File: src/rtl/matrix_pkg.sv
// Shared register addresses, word type and sequencer states for the LED matrix driver.
package matrix_pkg;

  localparam logic [3:0] REG_DIGIT0    = 4'h1;
  localparam logic [3:0] REG_DECODE    = 4'h9;
  localparam logic [3:0] REG_INTENSITY = 4'hA;
  localparam logic [3:0] REG_SCANLIMIT = 4'hB;
  localparam logic [3:0] REG_SHUTDOWN  = 4'hC;
  localparam logic [3:0] REG_TEST      = 4'hF;

  typedef logic [15:0] mword_t;

  typedef enum logic [2:0] {
    ST_INIT,
    ST_IDLE,
    ST_INTENS,
    ST_FRAME,
    ST_WAIT_WORD
  } seq_state_t;

  function automatic mword_t mk_word(input logic [3:0] addr, input logic [7:0] data);
    return {4'h0, addr, data};
  endfunction

endpackage

File: src/rtl/matrix_shift.sv
// 16-bit MSB-first serializer: cs low for 16 cycles, then GAP_CYCLES high before the next word.
module matrix_shift
  import matrix_pkg::*;
#(
  parameter int unsigned GAP_CYCLES = 2
) (
  input  logic   clk_9m,
  input  logic   pll_rst,
  input  logic   start,
  input  mword_t word,
  output logic   done,
  output logic   busy,
  output logic   cs,
  output logic   dout
);

  localparam int unsigned CW = $clog2(16 + GAP_CYCLES);

  logic [CW-1:0] cnt;
  logic [15:0]   shreg;
  logic          last;

  // done leads the final gap cycle by one so the sequencer can present the
  // next start exactly in that final cycle, keeping words back-to-back.
  assign last = busy && (cnt == CW'(15 + GAP_CYCLES));
  assign done = busy && (cnt == CW'(14 + GAP_CYCLES));

  always_ff @(posedge clk_9m) begin
    if (!pll_rst) begin
      cs    <= 1'b1;
      dout  <= 1'b0;
      busy  <= 1'b0;
      cnt   <= '0;
      shreg <= '0;
    end else if (start && (!busy || last)) begin
      cs    <= 1'b0;
      dout  <= word[15];
      shreg <= {word[14:0], 1'b0};
      busy  <= 1'b1;
      cnt   <= '0;
    end else if (busy) begin
      cnt <= cnt + 1'b1;
      if (cnt == CW'(15)) begin
        cs   <= 1'b1;
        dout <= 1'b0;
      end else if (cnt < CW'(15)) begin
        dout  <= shreg[15];
        shreg <= {shreg[14:0], 1'b0};
      end
      if (last) busy <= 1'b0;
    end
  end

endmodule

File: src/rtl/matrix_seq.sv
// LED matrix sequencer: power-up init, 8-row frame buffer, periodic refresh and intensity updates.
module matrix_seq
  import matrix_pkg::*;
#(
  parameter logic [3:0]  INTENSITY   = 4'h8,
  parameter logic [2:0]  SCAN_LIMIT  = 3'd7,
  parameter int unsigned REFRESH_DIV = 9000,
  parameter int unsigned GAP_CYCLES  = 2
) (
  input  logic       clk_9m,
  input  logic       pll_rst,
  input  logic       row_we,
  input  logic [2:0] row_addr,
  input  logic [7:0] row_data,
  input  logic       intensity_we,
  input  logic [3:0] intensity,
  output logic       busy,
  output logic       init_done,
  output logic       cs,
  output logic       dout
);

  localparam int unsigned TW = $clog2(REFRESH_DIV);
  localparam logic [TW-1:0] TIMER_LAST = TW'(REFRESH_DIV - 1);

  seq_state_t    state, state_nx, ret_state, ret_nx;
  logic [3:0]    step;
  logic          armed;
  logic [3:0]    intens_q;
  logic          int_pend, frame_pend;
  logic [TW-1:0] timer;
  logic          expire;
  logic [7:0]    fbuf [8];

  logic          start, shift_done;
  mword_t        word;
  logic          step_inc, step_clr, int_clr, frm_clr, done_set;
  logic [3:0]    digit_addr;

  matrix_shift #(.GAP_CYCLES(GAP_CYCLES)) u_shift (
    .clk_9m  (clk_9m),
    .pll_rst (pll_rst),
    .start   (start),
    .word    (word),
    .done    (shift_done),
    .busy    (busy),
    .cs      (cs),
    .dout    (dout)
  );

  assign expire = init_done && (timer == TIMER_LAST);

  always_ff @(posedge clk_9m) begin
    if (!pll_rst) begin
      for (int unsigned i = 0; i < 8; i++) fbuf[i] <= '0;
    end else if (row_we) begin
      fbuf[row_addr] <= row_data;
    end
  end

  always_ff @(posedge clk_9m) begin
    if (!pll_rst) begin
      state      <= ST_INIT;
      ret_state  <= ST_INIT;
      step       <= '0;
      armed      <= 1'b0;
      init_done  <= 1'b0;
      intens_q   <= INTENSITY;
      int_pend   <= 1'b0;
      frame_pend <= 1'b0;
      timer      <= '0;
    end else begin
      state     <= state_nx;
      ret_state <= ret_nx;
      armed     <= 1'b1;
      if (step_clr)      step <= '0;
      else if (step_inc) step <= step + 4'd1;
      if (done_set) init_done <= 1'b1;
      // A strobe coinciding with the issuing cycle keeps the flag: the word
      // just started carries the old value, so the new one still goes out.
      if (intensity_we) begin
        intens_q <= intensity;
        int_pend <= 1'b1;
      end else if (int_clr) begin
        int_pend <= 1'b0;
      end
      if (init_done) timer <= expire ? '0 : timer + 1'b1;
      if (expire)       frame_pend <= 1'b1;
      else if (frm_clr) frame_pend <= 1'b0;
    end
  end

  always_comb begin
    state_nx   = state;
    ret_nx     = ret_state;
    start      = 1'b0;
    word       = '0;
    step_inc   = 1'b0;
    step_clr   = 1'b0;
    int_clr    = 1'b0;
    frm_clr    = 1'b0;
    done_set   = 1'b0;
    digit_addr = REG_DIGIT0 + step;

    case (state)
      ST_INIT: begin
        if (step == 4'd6) begin
          state_nx = ST_IDLE;
          done_set = 1'b1;
        end else if (armed) begin
          start    = 1'b1;
          step_inc = 1'b1;
          ret_nx   = ST_INIT;
          state_nx = ST_WAIT_WORD;
          case (step)
            4'd0:    word = mk_word(REG_SHUTDOWN, 8'h00);
            4'd1:    word = mk_word(REG_TEST, 8'h00);
            4'd2:    word = mk_word(REG_DECODE, 8'h00);
            4'd3:    word = mk_word(REG_SCANLIMIT, {5'b0, SCAN_LIMIT});
            4'd4: begin
              word    = mk_word(REG_INTENSITY, {4'b0, intens_q});
              int_clr = 1'b1;
            end
            default: word = mk_word(REG_SHUTDOWN, 8'h01);
          endcase
        end
      end
      ST_INTENS: begin
        start    = 1'b1;
        word     = mk_word(REG_INTENSITY, {4'b0, intens_q});
        int_clr  = 1'b1;
        ret_nx   = ST_INTENS;
        state_nx = ST_WAIT_WORD;
      end
      ST_FRAME: begin
        start    = 1'b1;
        word     = mk_word(digit_addr, fbuf[step[2:0]]);
        step_inc = 1'b1;
        frm_clr  = (step == 4'd0);
        ret_nx   = ST_FRAME;
        state_nx = ST_WAIT_WORD;
      end
      ST_WAIT_WORD, ST_IDLE: begin
        if (state == ST_IDLE || shift_done) begin
          if (state == ST_WAIT_WORD && ret_state == ST_INIT) begin
            state_nx = ST_INIT;
          end else if (state == ST_WAIT_WORD && ret_state == ST_FRAME && step != 4'd8) begin
            state_nx = ST_FRAME;
          end else if (int_pend) begin
            state_nx = ST_INTENS;
          end else if (frame_pend) begin
            state_nx = ST_FRAME;
            step_clr = 1'b1;
          end else begin
            state_nx = ST_IDLE;
          end
        end
      end
      default: state_nx = ST_INIT;
    endcase
  end

endmodule

File: config.mk
export PLATFORM = sky130hd
export DESIGN_NAME = matrix_seq
export DESIGN_NICKNAME = d
export VERILOG_FILES = /design/src/rtl/matrix_pkg.sv /design/src/rtl/matrix_shift.sv /design/src/rtl/matrix_seq.sv
export SDC_FILE = /design/constraint.sdc
export NUM_CORES = 1
export LEC_CHECK = 0
export CAP_MARGIN = 10
export CORE_ASPECT_RATIO = 1.5
export CORE_MARGIN = 10
export CORE_UTILIZATION = 55
export DETAILED_ROUTE_END_ITERATION = 16
export GPL_ROUTABILITY_DRIVEN = 0
export PLACE_DENSITY = 0.73
export SLEW_MARGIN = 30
export SYNTH_ARGS = -nofsm -noshare
export SYNTH_HDL_FRONTEND = slang
export SYNTH_SLANG_ARGS = --single-unit
File: constraint.sdc
create_clock -name clk_9m -period 2.4 [get_ports clk_9m]
set_input_delay 0.48 -clock clk_9m [delete_from_list [all_inputs] [get_ports clk_9m]]
set_output_delay 0.48 -clock clk_9m [all_outputs]
set_load 0.02 [all_outputs]
Word-level counts from Yosys, hierarchy flattened:

Memory sizes are Yosys's and may differ from the RTL's. A register that Yosys moved wholly into a read port is not among the register bits.
Index checks and enable logic that the tools add are counted.

* shift-type cells: 0
* eq/ne operators: 20
* div/mod/pow operators: 0
* order comparisons: 1
* multipliers: 0
* mux-type cells: 61
* add/sub/neg operators: 3
* bitwise logic cells: 1
* reduce and logical (&&, ||, !) cells: 30

Operator list (number)
* 16-bit 2-to-1 mux: 4
* 11-bit case mux with 5 select lines: 1
* 12-bit case mux with 3 select lines: 1
* 1-bit 2-to-1 mux: 34
* 12-bit 2-to-1 mux: 2
* 3-bit 2-to-1 mux: 8
* 3-bit case mux with 3 select lines: 2
* 14-bit by 1-bit adder with 14-bit output, second input constant: 1
* 14-bit equality test, second input constant: 1
* 14-bit 2-to-1 mux: 1
* 5-bit equality test, second input constant: 2
* 2-bit nonzero test: 5
* 3-bit by 2-bit equality test with 1-bit output, second input constant: 3
* 4-bit by 2-bit equality test with 1-bit output, second input constant: 2
* 4-bit by 3-bit equality test with 1-bit output, second input constant: 2
* 2-bit 2-to-1 mux: 4
* 8-bit 2-to-1 mux: 1
* 2-bit OR reduction: 4
* 8-bit OR reduction: 1
* 1-bit logical AND: 7
* 3-bit logical NOT: 2
* 2-bit != test, second input constant: 3
* 1-bit case mux with 2 select lines: 3
* 2-bit AND reduction: 3
* 16 further kinds: 19

* bits in registers: 55
* input bits: 19
* memory bits (read-only): 0
* memories: 1
* latch bits: 0
* output and inout port bits: 4
* RAM bits: 64

Memories
* fbuf: words 8, width 8, read ports 1, clocked after Yosys merged registers in 1, write ports 8, RTL line matrix_seq.sv:33 `logic [7:0] fbuf [8];`

Longest topological paths before layout:

* word-level depth: 9
* mapped depth: 8
* mapped depth without buffers: 7

By module:

From an unflattened synthesis, not the netlist that was laid out.

* cells, all modules: 495
* area total of the unflattened synthesis: 5861.9 um^2

Modules (own cells, without submodules)
* matrix_seq: cells each 389, instances 1, seq. area each 2602.5 um^2, area an instance 4762.1 um^2
* matrix_shift: cells each 106, instances 1, seq. area each 460.4 um^2, area an instance 1099.8 um^2

Worst setup path after synthesis:

OpenSTA, ideal clock, no wires.

* path kind: reg-to-reg
* from: reg step[0]
* to: reg u_shift.shreg[2]
* period minus slack after synthesis: 1.982 ns
* cell stages (with the launch flop): 9
* library setup time: 0.137 ns
* path buffers: 1
* path slack: 0.418 ns
* data arrival time: 1.845 ns
* required time: 2.263 ns
* path through: dfxtp_1 inv_1 ha_1 nand3b_1 a31oi_4 or2_1 buf_6 o41ai_2 o22ai_1

* cells in the longest elaborated chain, start to end: 6

RTL lines
* start: declaration: RTL line matrix_seq.sv:27 `logic [3:0] step;`
* start signal: assignment: RTL line matrix_seq.sv:77 `else if (step_inc) step <= step + 4'd1;`
* 4-bit by 3-bit equality test with 1-bit output, or another cell as far along: RTL line matrix_seq.sv:115 `case (step)`
* 11-bit case mux with 5 select lines / 1-bit 2-to-1 mux (equally long branches): RTL line matrix_seq.sv:115, matrix_seq.sv:107
* 12-bit 2-to-1 mux / 1-bit case mux with 2 select lines (equally long branches): RTL line matrix_seq.sv:110, matrix_seq.sv:105
* 12-bit 2-to-1 mux / 1-bit logical AND (equally long branches): RTL line matrix_seq.sv:107, matrix_shift.sv:35
* 12-bit case mux with 3 select lines, or another cell as far along: RTL line matrix_seq.sv:105 `case (state)`
* 16-bit 2-to-1 mux / 3-bit AND reduction (equally long branches)
* end signal: assignment: RTL line matrix_shift.sv:38 `shreg <= {word[14:0], 1'b0};`
* end signal: assignment: RTL line matrix_shift.sv:48 `shreg <= {shreg[14:0], 1'b0};`
* end: declaration: RTL line matrix_shift.sv:20 `logic [15:0] shreg;`

Parallel ways exist; a longest one is shown, timed or not.
A chain may end at the register's enable or synchronous reset.

Worst setup path in the final report:

* from: reg step[0]
* to: reg u_shift.shreg[3]

The elaborated chain is that of the path after synthesis.

==> results.py <==
metrics = {
    "clocking": {
        "postCtsSetupBuffers": 0,
        "clock_sinks": 121,
        "clk_pin_slew_worst_paths_ns": 0.05,
        "postCtsHoldBufs": 0,
        "clkLatencyLatePin_ns": 0.42,
        "cts-root-buf": "clkbuf_16",
        "cts_max_path_buffers": 2,
        "cts-buffers-inserted": 17,
        "cts_resized": 0,
        "h-tree-depth": 4,
        "cts_tree": "built",
    },
    "worst_setup_path": {
        "reg2reg_slack_ns": 0.20,
        "crit_path_start_kind": "register",
        "cp_slowest_cell": "dfxtp_1",
        "r2r-start": "step[0]$_SDFFE_PP0P_",
        "cp.required_ns": 2.67,
        "end_kind": "register",
        "crit_arrival_ns": 2.47,
        "rr_worst_depth": 7,
        "startpoint": "step[0]$_SDFFE_PP0P_",
        "worst-path-max-fanout": 9,
        "crit_type": "reg -> reg",
        "rr_endpoint": "u_shift.shreg[3]$_SDFFE_PN0P_",
        "cp_slowest_stage_delay_ns": 0.45,
        "crit_chain": "inv_1 -> ha_1 -> nand3b_1 -> a31oi_4 -> or2_1 -> a2111oi_1 -> o32ai_1",
    },
    "global_routing": {
        "antenna_found_initial": 0,
        "grt_pass1_wl_um": 19300,
        "grt_usage_pct": 17.1,
        "grt_start_max_net_pins": 31,
        "grt-ovfl-total": 0,
        "grt_pass1_vias": 3948,
    },
    "synthesis": {
        "ys_seq_elements": 121,
        "ys_async_sr_fraction_pct": 0,
        "synth_edf_count": 64,
        "ys.flop_type": "edfxtp_1",
        "ys_seq_area_share_pct": 53.7,
        "syn_nets": 519,
        "syn_area_um2": 5700,
        "yosysWarnings": 0,
        "syn_avg_cell_area_um2": 11.6,
        "ys_types": 65,
        "syn_inst": 491,
    },
    "final_layout": {
        "final_cell_mix": "and2_1 (67), edfxtp_1 (64), dfxtp_1 (57)",
        "drive_gt1_share_pct": 14.4,
        "diodes": 0,
        "synthToLayoutAreaGrowth_pct": 19.0,
        "final_common_cell": "and2_1",
        "final_area_um2": 6790,
        "nets": 563,
    },
    "timing": {
        "fin_crit_ns": 2.20,
        "worst_pin_slew_ns": 0.557,
        "setup_tns_ns": 0,
        "hold_viol_final": 0,
        "slew_viol_final": 0,
        "max_freq_ghz": 0.454,
        "fin_skew_ns": 0.00664,
        "setup_viol": 0,
        "relSlewSlack_pct": 62.7,
        "rsz0062_at_grt": "no",
        "period_share_pct": 91.8,
    },
    "placement": {
        "numPortBuffers": 22,
        "dpl_cell_area_um2": 6130,
        "dp.final_hpwl_um": 8560,
    },
    "drt": {
        "vias": 3823,
        "first_iter_violations": 138,
        "vias_per_cell": 5.75,
        "drt_first_pass_iters": 5,
        "finalWirelength_um": 11800,
        "drc": 0,
        "drtAntennaViolNets": 0,
        "post_drt_wl_per_cell_um": 17.7,
    },
    "worst_hold_path": {
        "worst_hold_path.endpoint": "u_shift.shreg[14]$_SDFFE_PN0P_",
        "min_path_type": "reg -> reg",
        "hold_start": "u_shift.shreg[14]$_SDFFE_PN0P_",
        "whs_path_depth": 2,
    },
    "floorplan": {
        "dieWidth_um": 103,
        "rows": 45,
        "die-area_um2": 14900,
        "io_pins": 23,
        "core_um2": 10100,
        "initial_core_util_pct": 56.3,
        "fp.dieH_um": 145,
    },
    "power": {
        "max-vdd-ir-drop_uv": 595,
        "power_density_nw_per_um2": 829,
        "p_leak_nw": 2.57,
        "p_total_mw": 5.63,
    },
    "job": {
        "max_cap_violations": 0,
    },
    "outcome": {
        "outcome": "completed",
    },
}
==> registers in the layout (all words and copies together), names as in the netlist, named ones only <==
register,cells
u_shift.busy,1
u_shift.dout,1
fbuf,64
ret_state,2
u_shift.cnt,5
state,3
init_done,1
step,4
frame_pend,1
timer,14
int_pend,1
armed,1
intens_q,4
u_shift.cs,1
u_shift.shreg,15
==> cell type report <==
cell class                      count  area (um2)
Fill cell                         750        3350
Tap cell                          117         146
Timing Repair Buffer               44         385
Sequential cell                   121        3060
Clock buffer                       26         532
Clock inverter                      6         130
Inverter                           11        41.3
Multi-Input combinational cell    340        2490
==> worst max path at each step <==
stage                                    endpoint  slack [ns]  cells past startpoint
CTS                 u_shift.shreg[3]$_SDFFE_PN0P_        0.22                      7
floorplan           u_shift.shreg[2]$_SDFFE_PN0P_        0.42                      8
global route        u_shift.shreg[3]$_SDFFE_PN0P_        0.03                      7
finish              u_shift.shreg[3]$_SDFFE_PN0P_        0.20                      7
detailed placement  u_shift.shreg[3]$_SDFFE_PN0P_        0.28                      7
global placement         fbuf[2][0]$_SDFFCE_PN0P_        0.35                      5
==> routing by layer <==
metal | vias to the layer above | wire length, um | global-route usage [%]
li1 | 1870 | - | -
met1 | 1840 | 4380 | 16.5
met2 | 85 | 6640 | 31.9
met3 | 28 | 389 | 4.60
met4 | 0 | 382 | 8.38
met5 | - | 0 | 0
==> cells by family (layout without fill, tap and decap cells) <==
| logic type | after synthesis | count (layout) | share of synthesized area, % |
|---|---|---|---|
| fa+ha+maj | 9 | 9 | 1.97 |
| compound gates | 75 | 75 | 9.65 |
| simple gates | 202 | 202 | 19.6 |
| buf+inv | 30 | 87 | 2.63 |
| xor+xnor | 19 | 19 | 2.92 |
| flops | 121 | 121 | 53.7 |
| mux | 35 | 35 | 9.50 |
==> metrics by stage <==
stage	setup slack (ns)	utilization [%]	instances	hold slack, ns
floorplan	0.418	-	491	0.431
global placement	0.355	60.4	633	0.438
detailed placement	0.285	60.4	633	0.450
CTS	0.219	67.0	665	0.456
global route	0.0266	67.0	665	0.480
finish	0.197	67.0	665	0.454
==> cell usage after synthesis (4+ instances only) <==
| library cell | n | area share (%) |
|---|---|---|
| and2_1 | 67 | 7.3 |
| edfxtp_1 | 64 | 34 |
| dfxtp_1 | 57 | 20 |
| nor2_1 | 49 | 3.2 |
| nand2_1 | 27 | 1.8 |
| a21oi_1 | 21 | 1.8 |
| mux2i_1 | 17 | 3.0 |
| mux4_2 | 15 | 5.9 |
| xor2_1 | 13 | 2.0 |
| inv_1 | 11 | 0.72 |
| o21ai_0 | 11 | 0.97 |
| nand3_1 | 10 | 0.88 |
| ha_1 | 9 | 2.0 |
| nand2b_1 | 8 | 0.88 |
| clkbuf_1 | 7 | 0.46 |
| o22ai_1 | 7 | 0.77 |
| buf_2 | 6 | 0.53 |
| nor3_1 | 6 | 0.53 |
| xnor2_1 | 6 | 0.92 |
| nand3b_1 | 5 | 0.66 |
| and3_1 | 4 | 0.44 |
| nand4_1 | 4 | 0.44 |
| nor2b_1 | 4 | 0.44 |
| o211a_1 | 4 | 0.70 |
==> worst max-delay path, delay by kind of cell (launching register included) <==
| kind | cells | cell delay (ns) |
|---|---|---|
| compound gates | 3 | 0.69 |
| simple gates | 2 | 0.55 |
| flops | 1 | 0.45 |
| fa+ha+maj | 1 | 0.26 |
| buf+inv | 1 | 0.10 |
==> report_power, final <==
| part | switching (mW) | leakage [nW] | internal [mW] |
|---|---|---|---|
| Clock | 0.858 | 0.325 | 1.94 |
| Combinational | 0.241 | 1.17 | 0.225 |
| Sequential | 0.0696 | 1.08 | 2.29 |
Note: power is estimated with default switching activity, not from simulation.
==> RTL edit, RTL diff (config.mk and constraints unchanged) <==
Re-encode `seq_state_t` (5 states) as one-hot, 5 bits wide.
--- a/src/rtl/matrix_pkg.sv
+++ b/src/rtl/matrix_pkg.sv
@@ -10,12 +10,12 @@
 
   typedef logic [15:0] mword_t;
 
-  typedef enum logic [2:0] {
-    ST_INIT,
-    ST_IDLE,
-    ST_INTENS,
-    ST_FRAME,
-    ST_WAIT_WORD
+  typedef enum logic [4:0] {
+    ST_INIT      = 5'b00001,
+    ST_IDLE      = 5'b00010,
+    ST_INTENS    = 5'b00100,
+    ST_FRAME     = 5'b01000,
+    ST_WAIT_WORD = 5'b10000
   } seq_state_t;
 
   function automatic mword_t mk_word(input logic [3:0] addr, input logic [7:0] data);
Function: no difference found for any inputs over 10 cycles, from zero or initial values and one cycle with pll_rst low; not proved beyond that.
==> RTL edit against the original RTL <==
- sequential cell count grew 3
- global-route usage shrank 0.40 points
- setup slack better by 0.10 ns
- design area grew 0.48%
- via count increased by 3.1%
- synthesized area rose by 3.9%
- clock skew shrank 0.00056 ns
- routed wire length increased by 4.7%
- fmax up 5.0%
Power is not compared: it rests on default switching activity, and its combinational part moved more than twofold at a synthesized area within 25%.
==> RTL edit: results (changes against the original RTL) <==
stage;metric;value;unit;change
run_status;status;completed;;
logic_synthesis;FFs w/ async S/R, synth;0;%;unchanged
logic_synthesis;sequential fraction of the synthesis area;52.7;%;-1.0 points
drt;metal3 WL;368;um;-5.4%
placed_design;pre-CTS setup slack;0.239;ns;-0.0462 ns
logic_synthesis;syn nets;543;;+4.6%
min_path;Hold Crit Endpoint;u_shift.shreg[1];;
grt;met3 GRT Util;3.68;%;-0.93 points
clocking;total CTS buffers;17;;unchanged
logic_synthesis;synthesized instance count;515;;+4.9%
sta;worst-margin pin slew;0.552;ns;-0.00526 ns
grt;GR Util All Layers;16.7;%;-0.40 points
placed_design;placed instance count;676;;+6.8%
grt;GR Util met2;30.7;%;-1.3 points
setup_path;CP max stage cell;nand3b_1;;
grt;largest net degree at the start of global routing;30;;-3.2%
setup_path;WP data arrival;2.38;ns;-0.09 ns
logic_synthesis;Synth Area in XOR/XNOR;3.10;%;+0.19 points
min_path;Hold Path Origin;u_shift.shreg[1];;
setup_path;largest fanout on the critical path;11;;+2
setup_path;reg2reg start;u_shift.cnt[0];;
setup_path;FF-to-FF setup slack;0.30;ns;+0.10 ns
grt;met1 usage in global routing;17.0;%;+0.45 points
drt;drt wl/cell;17.4;um;-1.7%
final_layout;Layout Nets;579;;+2.8%
drt;WL met1;4870;um;+11%
final_layout;layout cells sized above 1;14.0;%;-0.41 points
logic_synthesis;adder-cell share of the synthesized area;1.90;%;-0.075 points
grt;number of global-route vias before repair;4174;;+5.7%
final_layout;Final Instance Count excl. Fillers;708;;+6.5%
grt;first-pass GRT wire length;20400;um;+5.7%
setup_path;Worst path max stage delay;0.48;ns;+0.03 ns
logic_synthesis;synth top area cells;edfxtp_1 32%, dfxtp_1 20%, and2_1 7.0%;;
placed_design;detailed placement HPWL;9030;um;+5.5%
sta;final clock skew;0.00608;ns;-0.000555 ns
sta;WHS;0.473;ns;+0.0196 ns
setup_path;CP delay by family, top;simple AND/OR/NAND/NOR gates;;
setup_path;RR Endpoint;u_shift.shreg[8];;
placed_design;Cell Area, Placed;6320;sq um;+3.2%
drt;WL met2;6820;um;+2.8%
logic_synthesis;synth cell count leaders;66 x and2_1, 64 x edfxtp_1, 60 x dfxtp_1;;
drt;vias per cell;5.56;;-3.2%
[RTL edit: area by class of cell]
class,instances,area (sq um)
clock inverters,10,51.3
clock buffers,22,444
flip-flops and latches,124,3120
well taps,144,180
repair buffers,40,368
fillers,861,3770
multi-input cells,359,2620
inverters,9,33.8
[RTL edit: worst register-to-register path, stage by stage (launching register included)]
cell and delay, ns:
dfxtp_1 0.31, ha_1 0.21, and3_1 0.19, ha_1 0.22, nand3b_1 0.48, buf_4 0.36
nand3_1 0.10, o221ai_1 0.11
[RTL edit: how the worst max path moves through the flow]
stage / startpoint / end / slack (ns) / depth (start not counted)
finish: u_shift.cnt[0] / u_shift.shreg[8] / 0.30 / 7
global route: step[0] / u_shift.shreg[4] / 0.12 / 7
CTS: u_shift.cnt[0] / u_shift.shreg[5] / 0.27 / 7
detailed placement: pll_rst / fbuf[0][1] / 0.24 / 4
global placement: pll_rst / fbuf[1][2] / 0.34 / 4
floorplan: u_shift.cnt[0] / u_shift.shreg[13] / 0.59 / 8
